## src/rtl/alu_pkg.sv

```systemverilog
`default_nettype none
// ============================================================================
// Module      : alu_pkg
// Description : Shared encodings for the ALU issue path: ALU control codes,
//               aluop classes, branch funct3 values, flag bit positions and
//               the branch-resolution helper.
// Revision    : 1.0 - initial release
// ============================================================================
package alu_pkg;

    // ALU control codes understood by the 32-bit ALU
    localparam logic [2:0] c_alu_add = 3'b000;
    localparam logic [2:0] c_alu_sub = 3'b001;
    localparam logic [2:0] c_alu_and = 3'b010;
    localparam logic [2:0] c_alu_or  = 3'b011;
    localparam logic [2:0] c_alu_slt = 3'b101;

    // Operation classes produced by the main decoder
    localparam logic [1:0] c_aluop_mem    = 2'b00;
    localparam logic [1:0] c_aluop_branch = 2'b01;
    localparam logic [1:0] c_aluop_rtype  = 2'b10;
    localparam logic [1:0] c_aluop_rsvd   = 2'b11;

    // funct3 values for R/I-type arithmetic
    localparam logic [2:0] c_f3_addsub = 3'b000;
    localparam logic [2:0] c_f3_slt    = 3'b010;
    localparam logic [2:0] c_f3_or     = 3'b110;
    localparam logic [2:0] c_f3_and    = 3'b111;

    // funct3 values for conditional branches
    localparam logic [2:0] c_br_beq = 3'b000;
    localparam logic [2:0] c_br_bne = 3'b001;
    localparam logic [2:0] c_br_blt = 3'b100;
    localparam logic [2:0] c_br_bge = 3'b101;

    // Bit positions inside the packed {Z,N,V,C} flag vector
    localparam int c_flag_z = 3;
    localparam int c_flag_n = 2;
    localparam int c_flag_v = 1;
    localparam int c_flag_c = 0;

    // True when funct3 is one of the supported branch conditions
    function automatic logic branch_supported(input logic [2:0] funct3);
        return (funct3 == c_br_beq) || (funct3 == c_br_bne) ||
               (funct3 == c_br_blt) || (funct3 == c_br_bge);
    endfunction

    // Resolve a branch from the flags of the A-B subtraction.
    // Signed less-than is N^V; carry is not needed for the supported set.
    function automatic logic branch_taken(input logic [2:0] funct3,
                                          input logic [3:0] flags);
        logic w_lt;
        logic w_taken;
        w_lt    = flags[c_flag_n] ^ flags[c_flag_v];
        w_taken = 1'b0;
        case (funct3)
            c_br_beq: w_taken = flags[c_flag_z];
            c_br_bne: w_taken = ~flags[c_flag_z];
            c_br_blt: w_taken = w_lt;
            c_br_bge: w_taken = ~w_lt;
            default:  w_taken = 1'b0;
        endcase
        return w_taken;
    endfunction

endpackage
`default_nettype wire

```

## src/rtl/alu_dispatch_alu_ctrl_dec.sv

```systemverilog
`default_nettype none
// ============================================================================
// Module      : alu_ctrl_dec
// Description : Combinational ALU decoder. Maps {aluop, funct3, funct7b5,
//               opb5} onto the 3-bit ALU control code, an illegal flag and
//               a branch marker. Illegal encodings always yield ADD.
// Revision    : 1.0 - initial release
// ============================================================================
module alu_ctrl_dec
    import alu_pkg::*;
(
    input  logic [1:0] i_aluop,
    input  logic [2:0] i_funct3,
    input  logic       i_funct7b5,
    input  logic       i_opb5,
    output logic [2:0] o_alu_ctrl,
    output logic       o_illegal,
    output logic       o_is_branch
);

    // Decode the request class and funct fields into ALU control
    always_comb begin
        o_alu_ctrl  = c_alu_add;
        o_illegal   = 1'b0;
        o_is_branch = 1'b0;
        case (i_aluop)
            c_aluop_mem: begin
                o_alu_ctrl = c_alu_add;
            end
            c_aluop_branch: begin
                o_is_branch = 1'b1;
                if (branch_supported(i_funct3)) begin
                    o_alu_ctrl = c_alu_sub;
                end else begin
                    o_illegal = 1'b1;
                end
            end
            c_aluop_rtype: begin
                case (i_funct3)
                    // Only a register-register op with bit 30 set is SUB;
                    // ADDI never subtracts even if its immediate has bit 30
                    c_f3_addsub: o_alu_ctrl = (i_opb5 && i_funct7b5) ? c_alu_sub : c_alu_add;
                    c_f3_slt:    o_alu_ctrl = c_alu_slt;
                    c_f3_or:     o_alu_ctrl = c_alu_or;
                    c_f3_and:    o_alu_ctrl = c_alu_and;
                    default:     o_illegal  = 1'b1;
                endcase
            end
            default: begin
                o_illegal = 1'b1;
            end
        endcase
    end

endmodule
`default_nettype wire

```

## src/rtl/alu_dispatch.sv

```systemverilog
`default_nettype none
// ============================================================================
// Module      : alu_dispatch
// Description : Issue-side partner of the 32-bit ALU. Two-stage buffered
//               pipeline: stage D holds the decoded request and drives the
//               combinational ALU, stage R captures result, flags, branch
//               outcome and illegal marker. Full valid/ready backpressure
//               plus saturating retired/illegal transfer counters.
// Revision    : 1.0 - initial release
// ============================================================================
module alu_dispatch
    import alu_pkg::*;
#(
    parameter int XLEN  = 32,
    parameter int CNT_W = 16
) (
    input  logic             clk,
    input  logic             reset,
    // Request side
    input  logic             in_valid,
    output logic             in_ready,
    input  logic [1:0]       in_aluop,
    input  logic [2:0]       in_funct3,
    input  logic             in_funct7b5,
    input  logic             in_opb5,
    input  logic [XLEN-1:0]  in_src_a,
    input  logic [XLEN-1:0]  in_src_b,
    // ALU interface
    output logic [XLEN-1:0]  alu_a,
    output logic [XLEN-1:0]  alu_b,
    output logic [2:0]       alu_ctrl,
    input  logic [XLEN-1:0]  alu_result,
    input  logic             alu_z,
    input  logic             alu_n,
    input  logic             alu_v,
    input  logic             alu_c,
    // Result side
    output logic             out_valid,
    input  logic             out_ready,
    output logic [XLEN-1:0]  out_result,
    output logic [3:0]       out_flags,
    output logic             out_taken,
    output logic             out_illegal,
    // Statistics
    output logic [CNT_W-1:0] retired_cnt,
    output logic [CNT_W-1:0] illegal_cnt
);

    // Decoder outputs for the incoming request
    logic [2:0]       w_dec_ctrl;
    logic             w_dec_illegal;
    logic             w_dec_branch;

    // Stage D
    logic             r_d_valid;
    logic [XLEN-1:0]  r_d_a;
    logic [XLEN-1:0]  r_d_b;
    logic [2:0]       r_d_ctrl;
    logic             r_d_illegal;
    logic             r_d_branch;
    logic [2:0]       r_d_funct3;

    // Stage R
    logic             r_r_valid;
    logic [XLEN-1:0]  r_r_result;
    logic [3:0]       r_r_flags;
    logic             r_r_taken;
    logic             r_r_illegal;

    // Counters
    logic [CNT_W-1:0] r_retired;
    logic [CNT_W-1:0] r_illegal_cnt;

    // Handshake and ALU sampling
    logic             w_advance;
    logic             w_accept;
    logic             w_pop;
    logic [3:0]       w_flags;
    logic             w_taken;

    alu_ctrl_dec u_dec (
        .i_aluop     (in_aluop),
        .i_funct3    (in_funct3),
        .i_funct7b5  (in_funct7b5),
        .i_opb5      (in_opb5),
        .o_alu_ctrl  (w_dec_ctrl),
        .o_illegal   (w_dec_illegal),
        .o_is_branch (w_dec_branch)
    );

    // D moves into R whenever R is empty or being drained this cycle;
    // in_ready follows combinationally so a full pipeline still streams
    assign w_advance = r_d_valid && (!r_r_valid || out_ready);
    assign in_ready  = !r_d_valid || w_advance;
    assign w_accept  = in_valid && in_ready;
    assign w_pop     = r_r_valid && out_ready;

    // The ALU is combinational: its flags for the D-stage op are valid now
    assign w_flags = {alu_z, alu_n, alu_v, alu_c};
    assign w_taken = r_d_branch && !r_d_illegal && branch_taken(r_d_funct3, w_flags);

    assign alu_a    = r_d_a;
    assign alu_b    = r_d_b;
    assign alu_ctrl = r_d_ctrl;

    assign out_valid   = r_r_valid;
    assign out_result  = r_r_result;
    assign out_flags   = r_r_flags;
    assign out_taken   = r_r_taken;
    assign out_illegal = r_r_illegal;
    assign retired_cnt = r_retired;
    assign illegal_cnt = r_illegal_cnt;

    // Stage D: capture a new request or empty out once it has advanced
    always_ff @(posedge clk) begin
        if (reset) begin
            r_d_valid   <= 1'b0;
            r_d_a       <= '0;
            r_d_b       <= '0;
            r_d_ctrl    <= c_alu_add;
            r_d_illegal <= 1'b0;
            r_d_branch  <= 1'b0;
            r_d_funct3  <= 3'b000;
        end else if (w_accept) begin
            r_d_valid   <= 1'b1;
            r_d_a       <= in_src_a;
            r_d_b       <= in_src_b;
            r_d_ctrl    <= w_dec_ctrl;
            r_d_illegal <= w_dec_illegal;
            r_d_branch  <= w_dec_branch;
            r_d_funct3  <= in_funct3;
        end else if (w_advance) begin
            r_d_valid   <= 1'b0;
        end
    end

    // Stage R: sample the ALU on advance, hold while stalled, clear on drain
    always_ff @(posedge clk) begin
        if (reset) begin
            r_r_valid   <= 1'b0;
            r_r_result  <= '0;
            r_r_flags   <= 4'b0000;
            r_r_taken   <= 1'b0;
            r_r_illegal <= 1'b0;
        end else if (w_advance) begin
            r_r_valid   <= 1'b1;
            // Illegal ops carry a zero result so nothing downstream uses it
            r_r_result  <= r_d_illegal ? '0 : alu_result;
            r_r_flags   <= w_flags;
            r_r_taken   <= w_taken;
            r_r_illegal <= r_d_illegal;
        end else if (w_pop) begin
            r_r_valid   <= 1'b0;
        end
    end

    // Saturating counters of completed output transfers
    always_ff @(posedge clk) begin
        if (reset) begin
            r_retired     <= '0;
            r_illegal_cnt <= '0;
        end else if (w_pop) begin
            if (!(&r_retired)) begin
                r_retired <= r_retired + CNT_W'(1);
            end
            if (r_r_illegal && !(&r_illegal_cnt)) begin
                r_illegal_cnt <= r_illegal_cnt + CNT_W'(1);
            end
        end
    end

endmodule
`default_nettype wire
```

## config.mk

```make
export PLATFORM = sky130hd
export DESIGN_NAME = alu_dispatch
export DESIGN_NICKNAME = d
export VERILOG_FILES = /design/src/rtl/alu_pkg.sv /design/src/rtl/alu_dispatch_alu_ctrl_dec.sv /design/src/rtl/alu_dispatch.sv
export SDC_FILE = /design/constraint.sdc
export NUM_CORES = 1
export LEC_CHECK = 0
export BUFFER_PORTS_ARGS = -buffer_cell sky130_fd_sc_hd__buf_2
export CAP_MARGIN = 10
export CORE_AREA = 8 8 93 158
export DETAILED_ROUTE_END_ITERATION = 6
export DIE_AREA = 0 0 101 166
export PLACE_DENSITY = 0.84
export SLEW_MARGIN = 20
export SYNTH_ARGS = -nofsm -noshare
export SYNTH_HDL_FRONTEND = slang
export SYNTH_SLANG_ARGS = --single-unit
export TNS_END_PERCENT = 1
```

## constraint.sdc

```tcl
create_clock -name clk -period 2.11 [get_ports clk]
set_input_delay 0.422 -clock clk [delete_from_list [all_inputs] [get_ports clk]]
set_output_delay 0.422 -clock clk [all_outputs]
set_load 0.01 [all_outputs]
```

==> flow_summary.json <==
{
  "die_w_um": 101,
  "synth_top_cell_by_area": "dfxtp_1",
  "placement_rows": 55,
  "netlist-cell-type-count": 44,
  "p_leak_nw": 3.55,
  "post_synth_edffs": 0,
  "critical_path_max_stage_delay_ns": 0.55,
  "clockBufferDepth": 2,
  "drive_above_1_share_pct": 32.7,
  "seq_area_frac_synth_pct": 49.1,
  "drtIter0Drc": 252,
  "synth_warnings": 0,
  "grt_antenna_before_repair": 0,
  "design_power_total_mw": 6.60,
  "dp_hpwl_mm": 13.4,
  "root_buffer": "clkbuf_16",
  "clk-insertion-delay-late_ns": 0.41,
  "cts_tree": "done",
  "cap_violations": 0,
  "multi_input_area_um2": 2760,
  "first_global_vias": 5889,
  "grt.overflow.total": 0,
  "clk_pin_slew_worst_paths_ns": 0.07,
  "global_route_wire_length_before_repair_mm": 28.7,
  "placement.setup.worst_slack_ns": 0.224,
  "final_common_cell": "buf_2",
  "worstPathMaxFanout": 6,
  "netlist_top_cells_area": "dfxtp_1, nand2_1, a21oi_1",
  "pin_count_of_the_biggest_net_entering_global_routing": 58,
  "post_synth.cell_area_avg_um2": 8.14,
  "worstSetupEndpointType": "register",
  "run_status": "finished clean",
  "slew_headroom_pct": 62.6,
  "finalHoldViolations": 0,
  "core_region_area_um2": 12700,
  "cts.hold.buffers_added": 0,
  "timing.clock.skew_ns": 0.0152,
  "final.setup.worst_slack_ns": 0.218,
  "timing.critical_path.cells": "ha_1, and4_1, nand3_1, or4_1, a21oi_1",
  "final_cell_count_no_fill": 1144,
  "cts_made_buffers": 17,
  "io_pins": 250,
  "route.antenna.remaining_nets": 0,
  "cts.sinks": 144,
  "synthFlopType": "dfxtp_1",
  "layout.area.seq_um2": 2880,
  "cts_resized": 0,
  "gr-usage-all-layers_pct": 21.4,
  "synth_cells": 721,
  "max_slew.worst_pin.slew_ns": 0.556,
  "powerDensity_nw_per_um2": 831,
  "placedCellCount": 1112,
  "place.port_buffers": 249,
  "mappedNetlistNets": 837,
  "netlist.area_leader.share_pct": 49.1,
  "antennaDiodeCount": 0,
  "die-area_um2": 16800,
  "detail_route.first_pass.iterations": 5,
  "start_kind": "register",
  "achievable-frequency_mhz": 529,
  "final.min_clock_period_ns": 1.89,
  "core_occupancy_in_the_finished_layout_pct": 62.8,
  "mappedNetlistArea_um2": 5870,
  "viasPerCell": 5.24,
  "final.fill_count": 1151,
  "setup_tns_ns": 0,
  "die_height_um": 166,
  "cell_type_of_the_slowest_stage_on_the_worst_timing_path": "or4_1",
  "hold_path.class": "input port to register",
  "layout.cells.most_common_list": "buf_2, nand2_1, dfxtp_1, a21oi_1, nand3b_1",
  "synth_async_sr_flop_share_pct": 0,
  "place_congestion": 0.862,
  "drt_wl_total_mm": 18.1,
  "critPathKind": "register to register",
  "ys_ff_latch": 144,
  "cp.required_ns": 2.45,
  "floorplan.initialDensity_pct": 46.3,
  "finalCritPeriodShare_pct": 89.7,
  "drv_slew": 0,
  "finish.instance_area_um2": 7950,
  "placed_cell_area_um2": 7330,
  "arrival_ns": 2.23,
  "timing.hold.ws_ns": 0.237,
  "synthToLayoutAreaGrowth_pct": 35.5,
  "finalSetupViolations": 0,
  "drt_drc_violations_left": 0,
  "htree_levels": 4,
  "final_net_count": 1076,
  "cts_post_setup_buffers_inserted": 0,
  "ir_drop_mv": 0.693,
  "drt-wirelength-per-cell_um": 15.8,
  "dr_total_vias": 5996,
  "grt_setup_unrepaired": "false"
}
-- flip-flops by register name, indices dropped and copies added (netlist names), 3 cells and up --
signal and flops:
alu_a 32, alu_b 32, out_result 32, illegal_cnt 16, retired_cnt 16, out_flags 4
alu_ctrl 3, r_d_funct3 3
-- synthesized netlist by cell type, types with 4 or more instances --
cell type    n
nand2_1    200
dfxtp_1    144
a21oi_1    131
clkbuf_1    37
nand3b_1    33
nor2_1      22
nor2b_1     16
mux2_2      13
nand3_1     13
nand4_1     13
inv_1       12
a211oi_1     6
o31ai_1      6
and4_1       5
buf_2        5
ha_1         5
o21ai_0      5
o41ai_1      5
or4_1        5
and2_1       4
buf_1        4
or3_1        4
-- report_power, final --
part	switching, mW	internal (mW)
combinational	0.360	0.268
sequential	0.0540	2.83
clock	1.29	1.80
-- path summary, 6_finish.rpt --
path,end,depth (start not counted),slack (ns),from
hold reg to reg,out_result[27],2,0.45,out_result[27]
setup reg to reg,retired_cnt[10],5,0.22,retired_cnt[0]
setup / recovery,retired_cnt[10],5,0.22,retired_cnt[0]
hold / removal,alu_b[28],3,0.24,in_src_b[28]
-- layout make-up --
class	count	share of cell area, %
Timing Repair Buffer	266	17.9
Clock buffer	17	5.35
Clock inverter	15	2.39
Tap cell	171	2.69
Multi-Input combinational cell	518	34.7
Sequential cell	144	36.3
Inverter	13	0.614
-- kinds of logic after synthesis --
logic type / count (synthesis) / share of synthesized area [%]
AO/OA/AOI/OAI: 162 / 15.2
XOR/XNOR: 2 / 0.299
multiplexers: 15 / 2.84
flip-flops: 144 / 49.1
adder cells (fa/ha/maj): 5 / 1.07
buffers and inverters: 59 / 3.88
AND/OR/NAND/NOR: 334 / 27.6
-- critical path, delay by kind of cell, from the launching register on --
kind	cells	cell delay, ns
fa+ha+maj	1	0.28
compound gates	1	0.15
flops	1	0.39
simple gates	3	0.99
-- layer usage --
metal | global-route usage, % | wire length, um
met4 | 11.9 | 735
met2 | 37.8 | 9440
met1 | 20.8 | 6440
met3 | 7.72 | 1490
met5 | 0 | 0
No activity file was read; power rests on OpenSTA's default activity.
